$ cat src/rtl/rnn_step_ctrl.sv
// rnn_step_ctrl: sequences stream words into the rnn slot file, with optional hidden-state recurrence.
module rnn_step_ctrl #(
  parameter int SETTLE_CYCLES = 2,
  parameter int RECUR = 1
) (
  input  logic        clk,
  input  logic        rst_n,
  input  logic        start,
  input  logic [7:0]  num_steps,
  input  logic [31:0] h_init,
  input  logic [31:0] in_data,
  input  logic        in_valid,
  output logic        in_ready,
  output logic [2:0]  rnn_sel,
  output logic [31:0] rnn_in,
  input  logic [31:0] rnn_out,
  output logic [31:0] out_data,
  output logic        out_valid,
  input  logic        out_ready,
  output logic        busy,
  output logic        done
);
  typedef enum logic [2:0] {IDLE, HLOAD, LOAD, SETTLE, EMIT, DONE} state_t;
  localparam state_t FIRST = (RECUR != 0) ? HLOAD : LOAD;
  localparam logic [2:0] LAST = (RECUR != 0) ? 3'd6 : 3'd7;
  state_t state, nxt;
  logic [2:0] slot, park_sel;
  logic [3:0] cnt;
  logic [7:0] steps_left;
  logic [31:0] h, res, park_word;
  logic settled;
  assign settled = cnt == 4'(SETTLE_CYCLES);
  // rnn writes every clock, so the registered outputs simply hold the last write when parked
  assign rnn_sel = park_sel;
  assign rnn_in = park_word;
  assign out_data = res;
  assign in_ready = state == LOAD;
  assign out_valid = state == EMIT;
  assign busy = state != IDLE;
  assign done = state == DONE;
  always_comb begin
    nxt = state;
    case (state)
      IDLE:    if (start) nxt = (num_steps == 8'd0) ? DONE : FIRST;
      HLOAD:   nxt = LOAD;
      LOAD:    if (in_valid && slot == LAST) nxt = SETTLE;
      SETTLE:  if (settled) nxt = EMIT;
      EMIT:    if (out_ready) nxt = (steps_left > 8'd1) ? FIRST : DONE;
      DONE:    nxt = IDLE;
      default: nxt = IDLE;
    endcase
  end
  always_ff @(posedge clk) begin
    if (!rst_n) begin
      state <= IDLE;
      slot <= '0;
      cnt <= '0;
      steps_left <= '0;
      h <= '0;
      res <= '0;
      park_sel <= '0;
      park_word <= '0;
    end else begin
      state <= nxt;
      slot <= (state == LOAD) ? slot + {2'b0, in_valid} : 3'd0;
      cnt <= (state == SETTLE) ? cnt + 4'd1 : 4'd0;
      if (state == IDLE && start) begin
        steps_left <= num_steps;
        h <= h_init;
      end
      if (state == HLOAD) begin
        park_sel <= 3'd7;
        park_word <= h;
      end
      if (state == LOAD && in_valid) begin
        park_sel <= slot;
        park_word <= in_data;
      end
      if (state == SETTLE && settled) begin
        res <= rnn_out;
        h <= rnn_out;
      end
      if (state == EMIT && out_ready) steps_left <= steps_left - 8'd1;
    end
  end
endmodule

$ cat config.mk
export PLATFORM = sky130hd
export DESIGN_NAME = rnn_step_ctrl
export DESIGN_NICKNAME = d
export VERILOG_FILES = /design/src/rtl/rnn_step_ctrl.sv
export SDC_FILE = /design/constraint.sdc
export NUM_CORES = 1
export LEC_CHECK = 0
export ABC_AREA = 0
export BUFFER_PORTS_ARGS = -buffer_cell sky130_fd_sc_hd__buf_4
export CAP_MARGIN = 20
export CORE_MARGIN = 2
export CORE_UTILIZATION = 53
export DETAILED_ROUTE_END_ITERATION = 16
export PLACE_DENSITY = 0.85
export SLEW_MARGIN = 20
export SYNTH_ARGS = -nofsm -noshare
export SYNTH_HDL_FRONTEND = slang
export SYNTH_SLANG_ARGS = --single-unit
export TNS_END_PERCENT = 20
$ cat constraint.sdc
create_clock -name clk -period 2.8 [get_ports clk]
set_input_delay 0.7 -clock clk [delete_from_list [all_inputs] [get_ports clk]]
set_output_delay 0.7 -clock clk [all_outputs]
set_load 0.01 [all_outputs]
==> out/metrics.csv, run 1 <==
metric,value,unit
wl_per_cell,16.9,um
drcViolationCount,0,
n_antenna_cell,0,
hold_viol_final,0,
cts_sinks,117,
swShare,0.306,
yosysTopAreaCellShare,0.469,
max_freq,0.391,GHz
synth_edf_count,0,
avgViaCountPerCell,5.60,
setup_ws,0.242,ns
synth_mux_area_frac,0.143,
required,2.10,ns
synth_top_family_by_area,simple AND/OR/NAND/NOR gates,
syn2layout_area_growth,40.5,%
io_buffers,179,
synth_cell_type_count,49,
leakage,2.98,nW
crit_slowest_cell,dfxtp_1,
antenna_found_initial,0,
cts_resized,0,
cts.htree.levels,4,
path_class,reg2out,
synthXorXnorAreaFrac,0.00526,
yosys_warnings,0,
worstPathMaxFanout,15,
power.share.clock,0.360,
synthFlopType,dfxtp_1,
power.density,885,nW/um^2
multi_input_area,2440,sq um
syn_avg_cell_area,9.05,sq um
route.antenna.remaining_nets,0,
first_pass_iters,5,
ios,180,
drt_wl_total,14.2,mm
fillers,620,
p_seq_frac,0.353,
die_x,101,um
initial_core_util,0.543,
rsz0062_at_grt,no,
tightest_slew,0.640,ns
gp_congestion,0.889,
dpl_worst_slack,0.613,ns
layout.nets,835,
tns,0,ns
min_path_type,reg2reg,
synthSimpleGateAreaFrac,0.173,
synth.area.top_cells,"dfxtp_1 47%, nand2_1 8.0%, mux2_2 7.7%",
synth_fa_ha_area_frac,0.0150,
syn-num-nets,667,
core,9200,sq um
synth_seq_area_share,0.469,
die_area,10200,sq um
seqCellArea,2340,sq um
worstSkewPairLatency,0.50,ns
grt_pass1_wl,22.2,mm
cpPeakStageDelay,0.68,ns
grt_max_degree,63,
grt-ovfl-total,0,
slew_viol_final,0,
ctsHoldBuffers,0,
syn_area,5000,sq um
synth_compound_area_frac,0.148,
cts_tree,built,
maxCapViolations,0,
synth-seq-cells,117,
p_sw,1.90,mW
power_frac_comb,0.287,
yosysTopAreaCell,dfxtp_1,
post-cts-setup-buffer-count,0,
drt_iter0_markers,202,
netlist_instances,552,
startpoint_type,flop,
path_cells,"inv_1, and3_1, buf_4",
slew_headroom,0.572,
fin_crit,2.56,ns
grt_use_total,0.275,
rows,35,
synthArstFlopShare,0,
cp.arrival,1.86,ns
finClkSkew,0.00605,ns
drive_gt1_frac,0.361,
cts_buffer_depth,2,
vias,4724,
p_int,4.31,mW
final_common_cell,buf_4,
path_buf_inv,2,
first_global_vias,4705,
layout.cells.most_common_list,"187 x buf_4, 117 x dfxtp_1, 106 x nand2_1",
die_h,101,um
clk_pin_slew_worst_paths,0.06,ns
dp_hpwl,9.66,mm
crit_family,flip-flops,
root_buffer,clkbuf_8,
vdd_ir_drop_max,0.613,mV
status,"finished, final reports clean",
finalSetupViolCount,0,
crit_path_end_kind,output port,
numCtsBuffers,17,
fin_crit_sh,0.914,
[through the flow]
stage / instances / util / power [mW] / hold slack [ns] / cell area [sq um]
finish: 843 / 0.764 / 6.21 / 0.456 / 7020
detailed placement: 812 / 0.696 / 3.97 / 0.448 / 6400
floorplan: 552 / - / 3.40 / 0.430 / 5000
global route: 843 / 0.764 / 6.49 / 0.464 / 7020
global placement: 812 / 0.696 / 3.90 / 0.440 / 6400
CTS: 843 / 0.764 / 6.23 / 0.454 / 7020
[cells by family after synthesis]
kind of cell             after synthesis
AND/OR/NAND/NOR                      190
AO/OA/AOI/OAI                        122
buffers and inverters                 47
flip-flops                           117
adder cells (fa/ha/maj)                6
XOR/XNOR                               3
multiplexers                          67
[sequential cells by signal, indices dropped and copies added (netlist names)]
signal and flops:
rnn_in 32, slot 3, rnn_sel 3, h 32, state 3, cnt 4
out_data 32, steps_left 8
[worst paths after layout]
check / from / endpoint / slack, ns / cells after the start
worst min-delay path: out_data[15] / out_data[15] / 0.46 / 2
worst max register to register: state[1] / out_data[1] / 0.56 / 5
worst min register to register: out_data[15] / out_data[15] / 0.46 / 2
worst max-delay path: state[1] / done / 0.24 / 3
[tightest hold or removal path, cell delays in order (launching register included)]
cell and delay, ns:
dfxtp_1 0.31, nand2_1 0.05, a21oi_1 0.05
[metal layers]
metal / part of all wire / wire length, um / global-route usage
met1: 0.38 / 5470 / 0.321
met2: 0.51 / 7280 / 0.472
met3: 0.077 / 1100 / 0.0700
met4: 0.026 / 369 / 0.129
met5: 0 / 0 / 0
[synth_stat cells, drive strengths merged, types with 3 or more instances]
cell type,instances
dfxtp,117
nand3,8
nand2,107
nand4,3
and3,4
nor2,41
buf,23
o21ai,6
mux2i,33
a21oi,70
mux2,34
nor4,3
nor3,5
inv,5
a211oi,33
clkbuf,18
ha,6
[power by group through the flow]
stage               clock [mW]  sequential (mW)  combinational, mW
floorplan                    0             2.17               1.22
global placement             0             2.19               1.71
detailed placement           0             2.22               1.76
CTS                       2.26             2.19               1.78
global route              2.33             2.23               1.93
finish                    2.24             2.19               1.78
[layout make-up]
cell class,instances,area share
multi-input cells,388,0.347
clock inverters,14,0.0289
inverters,6,0.00321
well taps,111,0.0198
flip-flops and latches,117,0.334
clock buffers,17,0.0590
repair buffers,190,0.208
(Power assumes the default switching activity.)
==> inputs of run 2 (changes only) <==
--- a/config.mk
+++ b/config.mk
@@ -5,13 +5,13 @@
 export SDC_FILE = /design/constraint.sdc
 export NUM_CORES = 1
 export LEC_CHECK = 0
-export ABC_AREA = 0
+export ABC_AREA = 1
 export BUFFER_PORTS_ARGS = -buffer_cell sky130_fd_sc_hd__buf_4
 export CAP_MARGIN = 20
 export CORE_MARGIN = 2
 export CORE_UTILIZATION = 53
 export DETAILED_ROUTE_END_ITERATION = 16
-export PLACE_DENSITY = 0.85
+export PLACE_DENSITY_LB_ADDON = 0.05
 export SLEW_MARGIN = 20
 export SYNTH_ARGS = -nofsm -noshare
 export SYNTH_HDL_FRONTEND = slang
==> run 2 against run 1 <==
Net effect:
- clock power shrank 2%
- via count grew 7.6%
- core utilization shrank 1.3 points
- clock skew grew 0.0066 ns
- combinational power is essentially flat
- die area is essentially flat
- critical endpoint unchanged
- highest routed layer unchanged
==> out/metrics.csv, run 2 <==
metric,value,unit,change
status,"finished, final reports clean",,unchanged
fin_crit_sh,0.797,,was 0.914
cts_tree,built,,unchanged
worstSkewPairLatency,0.51,ns,was 0.50 ns
die_x,101,um,about the same
dp_hpwl,9.29,mm,was 9.66 mm
cts.htree.levels,4,,unchanged
worstPathMaxFanout,8,,was 15
crit_path_end_kind,output port,,unchanged
yosysTopAreaCellShare,0.468,,was 0.469
netlist_instances,682,,was 552
maxCapViolations,0,,unchanged
synth-seq-cells,117,,unchanged
numCtsBuffers,17,,unchanged
max_freq,0.448,GHz,was 0.391 GHz
first_global_vias,4904,,was 4705
post-cts-setup-buffer-count,0,,unchanged
layout.cells.most_common_list,"235 x nand2_1, 184 x buf_4, 117 x dfxtp_1",,"was 187 x buf_4, 117 x dfxtp_1, 106 x nand2_1"
fillers,696,,was 620
fin_crit,2.23,ns,was 2.56 ns
yosysTopAreaCell,dfxtp_1,,unchanged
cts_sinks,117,,unchanged
startpoint_type,flop,,unchanged
synth_cell_type_count,26,,was 49
rows,35,,unchanged
synthArstFlopShare,0,,unchanged
clk_pin_slew_worst_paths,0.06,ns,about the same
vias,5085,,was 4724
drt_iter0_markers,262,,was 202
synth.area.top_cells,"dfxtp_1 47%, nand2_1 18%, nor2_1 5.3%",,"was dfxtp_1 47%, nand2_1 8.0%, mux2_2 7.7%"
hold_viol_final,0,,unchanged
setup_ws,0.567,ns,was 0.242 ns
slew_headroom,0.513,,was 0.572
cp.arrival,1.53,ns,was 1.86 ns
seqCellArea,2340,sq um,unchanged
die_area,10200,sq um,about the same
final-instance-count-excl-fill,971,,was 843
root_buffer,clkbuf_8,,unchanged
io_buffers,179,,unchanged
antenna_found_initial,0,,unchanged
finalSetupViolCount,0,,unchanged
syn2layout_area_growth,38.1,%,was 40.5%
final_common_cell,nand2_1,,was buf_4
required,2.10,ns,about the same
rsz0062_at_grt,no,,unchanged
dp.cells,939,,was 812
layout.nets,962,,was 835
finalPower,6.15,mW,was 6.21 mW
avgViaCountPerCell,5.24,,was 5.60
first_pass_iters,5,,unchanged
drcViolationCount,0,,unchanged
finish.utilization,0.751,,was 0.764
gp_congestion,0.802,,was 0.889
synthFlopType,dfxtp_1,,unchanged
cts_resized,0,,unchanged
wl_per_cell,14.3,um,was 16.9 um
drt_wl_total,13.9,mm,was 14.2 mm
tns,0,ns,unchanged
syn_avg_cell_area,7.33,sq um,was 9.05 sq um
grt_use_total,0.277,,was 0.275
ios,180,,unchanged
vdd_ir_drop_max,0.586,mV,was 0.613 mV
yosys-top-cells-count,"235 x nand2_1, 117 x dfxtp_1, 70 x nor2_1, 52 x a21oi_1, 37 x o21ai_0",,"was 117 x dfxtp_1, 106 x nand2_1, 70 x a21oi_1, 41 x nor2_1, 34 x mux2_2"
ctsHoldBuffers,0,,unchanged
n_antenna_cell,0,,unchanged
min_path_type,in2reg,,was reg2reg
die_h,101,um,about the same
synth_edf_count,0,,unchanged
syn-num-nets,797,,was 667
power.density,891,nW/um^2,was 885 nW/um^2
grt_max_degree,65,,was 63
yosys_warnings,0,,unchanged
tightest_slew,0.730,ns,was 0.640 ns
path_class,reg2out,,unchanged
grt_pass1_wl,22.3,mm,was 22.2 mm
dpl_worst_slack,0.676,ns,was 0.613 ns
drive_gt1_frac,0.297,,was 0.361
post-synth-top-count-cell,nand2_1,,was dfxtp_1
core,9200,sq um,unchanged
multi_input_area,2300,sq um,was 2440 sq um
initial_core_util,0.544,,was 0.543
leakage,2.96,nW,was 2.98 nW
finClkSkew,0.0126,ns,was 0.00605 ns
route.antenna.remaining_nets,0,,unchanged
slew_viol_final,0,,unchanged
cts_buffer_depth,2,,unchanged
syn_area,5000,sq um,about the same
synth_seq_area_share,0.468,,was 0.469
grt-ovfl-total,0,,unchanged
-- run 2: path summary, 6_finish.rpt --
kind | startpoint | to | slack (ns) | cells past startpoint
setup / recovery | state[2] | done | 0.57 | 3
hold / removal | h_init[9] | h[9] | 0.40 | 3
setup reg to reg | state[1] | h[23] | 0.79 | 7
hold reg to reg | out_data[2] | out_data[2] | 0.46 | 2
-- run 2: power breakdown --
group          internal [mW]  total, mW  switching (mW)
clock network           1.39       2.20           0.811
logic                  0.676       1.79            1.11
registers               1.97       2.16           0.197
-- run 2: critical path, cell delays in order, from the launching register on --
cell and delay (ns):
dfxtp_1 0.53, inv_2 0.10, nor3_1 0.23, buf_4 0.16
-- run 2: cell families after synthesis --
kind of cell | count (synthesis) | synth area share
DFF | 117 | 0.468
xor gates and xnor gates | 4 | 0.00701
adders and majority gates | 6 | 0.0150
buffers and inverters | 72 | 0.0718
AOI/OAI and AO/OA | 153 | 0.177
and+or+nand+nor | 330 | 0.260
-- run 2: final cells by class --
type / count / share of cell area
tap: 111 / 0.0201
timing repair buffer: 185 / 0.203
multi-input combinational: 493 / 0.333
inverter: 33 / 0.0179
clock buffer: 18 / 0.0620
sequential: 117 / 0.339
clock inverter: 14 / 0.0252
-- run 2: through the flow --
stage                     instance area (sq um)  hold slack [ns]
after global placement                     6300            0.445
after CTS                                  6910            0.391
final                                      6910            0.402
after global routing                       6910            0.390
after detailed placement                   6300            0.457
after floorplan                            5000            0.430
-- run 2: per-layer routing --
metal  GRT usage  up-vias  wire length (um)
met4      0.0956        0               246
met3      0.0881       19              1060
met5           0        -                 0
li1            -     2543                 -
met1       0.332     2341              5830
met2       0.469      182              6780
==> inputs of run 3 (changes only) <==
--- a/config.mk
+++ b/config.mk
@@ -5,11 +5,11 @@
 export SDC_FILE = /design/constraint.sdc
 export NUM_CORES = 1
 export LEC_CHECK = 0
-export ABC_AREA = 1
+export ABC_AREA = 0
 export BUFFER_PORTS_ARGS = -buffer_cell sky130_fd_sc_hd__buf_4
 export CAP_MARGIN = 20
 export CORE_MARGIN = 2
-export CORE_UTILIZATION = 53
+export CORE_UTILIZATION = 45
 export DETAILED_ROUTE_END_ITERATION = 16
 export PLACE_DENSITY_LB_ADDON = 0.05
 export SLEW_MARGIN = 20
==> constraint.sdc (replaced) <==
create_clock -name clk -period 1.85 [get_ports clk]
set_input_delay 0.4625 -clock clk [delete_from_list [all_inputs] [get_ports clk]]
set_output_delay 0.4625 -clock clk [all_outputs]
set_load 0.01 [all_outputs]
==> run 3 against run 2 <==
Net effect:
- the flow now finishes with violations (setup timing)
- die area up 17%
- clock power is 24% higher
- first-iteration DRC count fell by 16%
- setup slack worse by 0.60 ns
- non-clock buffer count grew 22
- core utilization decreased by 9.0 points
- power up 48%
- clock skew down 0.0020 ns
- largest cell class is now multi-input combinational cells
- via count fell by 9.4%
==> out/metrics.csv, run 3 (synthesized netlist as in run 1, its figures left out) <==
metric,value,unit,change
grt_max_degree,68,,was 65
path_buf_inv,2,,unchanged
cts_sinks,117,,unchanged
power_frac_comb,0.342,,was 0.291
clk_pin_slew_worst_paths,0.05,ns,was 0.06 ns
fillers,928,,was 696
crit_path_start,state[1],,was state[2]
finClkSkew,0.0107,ns,was 0.0126 ns
worstSkewPairLatency,0.52,ns,was 0.51 ns
fin_worst_hold_slack,0.220,ns,was 0.402 ns
startpoint_type,flop,,unchanged
maxCapViolations,0,,unchanged
rows,38,,was 35
crit_slowest_cell,dfxtp_4,,was dfxtp_1
cts_tree,built,,unchanged
initial_core_util,0.461,,was 0.544
fin_crit_sh,1.02,,
syn2layout_area_growth,43.3,%,was 38.1%
die_h,109,um,was 101 um
p_seq_frac,0.358,,was 0.352
layout.nets,852,,was 962
core,10800,sq um,was 9200 sq um
slew_headroom,0.587,,was 0.513
design_area,7160,sq um,was 6910 sq um
ios,180,,unchanged
avgViaCountPerCell,5.21,,was 5.24
path_class,reg2out,,unchanged
p_sw,2.79,mW,was 2.12 mW
antenna_found_initial,0,,unchanged
required,1.39,ns,was 2.10 ns
critPathCapture,out_valid,,was done
grt.met2_usage,0.369,,was 0.469
final_common_cell,buf_4,,was nand2_1
dpl_worst_slack,0.0373,ns,was 0.676 ns
rsz0062_at_grt,yes,,was no
numCtsBuffers,17,,unchanged
reg2reg_slack,0.03,ns,was 0.79 ns
path_depth,3,,unchanged
finish.utilization,0.661,,was 0.751
ctsHoldBuffers,0,,unchanged
dp.cells,848,,was 939
crit_path_end_kind,output port,,unchanged
drt_wl_total,13.6,mm,was 13.9 mm
status,"finished, violations left",,"was finished, final reports clean"
hold_viol_final,0,,unchanged
layout.cells.most_common_list,"193 x buf_4, 114 x dfxtp_1, 106 x nand2_1",,"was 235 x nand2_1, 184 x buf_4, 117 x dfxtp_1"
route.antenna.remaining_nets,0,,unchanged
crit_family,flip-flops,,unchanged
worstPathMaxFanout,7,,was 8
rr_startpoint,state[1],,unchanged
fin_crit,1.88,ns,
r2r-end,out_data[15],,was h[23]
grt_use_total,0.230,,was 0.277
first_pass_iters,5,,unchanged
cts_buffer_depth,2,,unchanged
gp_congestion,0.806,,was 0.802
vias,4607,,was 5085
grt_util_met3,0.0676,,was 0.0881
post_dp_cell_area,6550,sq um,was 6300 sq um
path_common_cell,buf_4,,
drive_gt1_frac,0.377,,was 0.297
p_int,6.30,mW,was 4.03 mW
r2r_cells,7,,unchanged
grt_util_met1,0.289,,was 0.332
power.density,1270,nW/um^2,was 891 nW/um^2
drt_iter0_markers,219,,was 262
swShare,0.307,,was 0.345
drcViolationCount,0,,unchanged
cts.htree.levels,4,,unchanged
die_area,12000,sq um,was 10200 sq um
hold_path_depth,3,,unchanged
path_cells,"buf_4, nor3b_2, buf_4",,"was inv_2, nor3_1, buf_4"
cp.arrival,1.42,ns,was 1.53 ns
final-instance-count-excl-fill,885,,was 971
finalSetupViolCount,3,,was 0
violations,setup timing,,
first_global_vias,4546,,was 4904
dp_hpwl,8.93,mm,was 9.29 mm
grt_pass1_wl,21.5,mm,was 22.3 mm
grt-ovfl-total,0,,unchanged
cpPeakStageDelay,0.37,ns,was 0.53 ns
setup_ws,-0.0299,ns,was 0.567 ns
slew_viol_final,0,,unchanged
vdd_ir_drop_max,0.706,mV,was 0.586 mV
die_x,109,um,was 101 um
busiest_layer,met2,,unchanged
tightest_slew,0.614,ns,was 0.730 ns
io_buffers,179,,unchanged
power.share.clock,0.300,,was 0.357
leakage,3.04,nW,was 2.96 nW
min_path_type,in2reg,,unchanged
wl_per_cell,15.3,um,was 14.3 um
n_antenna_cell,0,,unchanged
root_buffer,clkbuf_8,,unchanged
max_freq,0.532,GHz,
## run 3: worst register-to-register path: cells and delay by family, from the launching register on
kind / cells / cell delay, ns
AOI/OAI and AO/OA: 1 / 0.07
DFF: 1 / 0.40
buffers and inverters: 4 / 0.64
and+or+nand+nor: 2 / 0.59
## run 3: layout make-up
type                       count  area, sq um  share of cell area
clock buffer                  21          449              0.0627
tap                          140          175              0.0245
sequential                   117         2350               0.329
multi-input combinational    388         2450               0.342
inverter                       6         27.5             0.00384
timing repair buffer         207         1670               0.233
clock inverter                 6         33.8             0.00472
## run 3: what timing repair did
action                     in CTS  in global routing
gates resized for setup        10                  5
setup endpoints to repair       4                 10
gates cloned                    0                  0
setup buffers                   7                  4
pin swaps                       1                  2
## run 3: power groups by stage
stage,Clock (mW),Combinational [mW],Sequential [mW]
2_1_floorplan,0,1.85,3.29
3_3_place_gp,0,2.79,3.29
3_5_place_dp,0,2.83,3.31
4_1_cts,2.78,3.04,3.25
5_1_grt,2.91,3.38,3.32
6_report,2.73,3.11,3.25
## run 3: worst min path at each step
stage                     start           to  slack [ns]
floorplan                cnt[0]       cnt[0]        0.43
global placement         cnt[0]       cnt[0]        0.44
detailed placement  out_data[5]  out_data[5]        0.45
CTS                  rnn_out[5]         h[5]        0.20
global route         rnn_out[5]         h[5]        0.21
finish               rnn_out[7]         h[7]        0.22
## run 3: per-layer routing
layer,part of all wire,vias up,routed length [um]
met5,0,-,0
met4,0.019,0,253
met3,0.071,22,970
met2,0.47,145,6430
met1,0.44,2132,5910
li1,-,2308,-
## run 3: per-stage QoR
step | TNS [ns] | power, mW
after global routing | -0.284 | 9.60
after CTS | -0.0861 | 9.07
after detailed placement | 0 | 6.14
after floorplan | 0 | 5.14
final | -0.0474 | 9.10
after global placement | 0 | 6.08
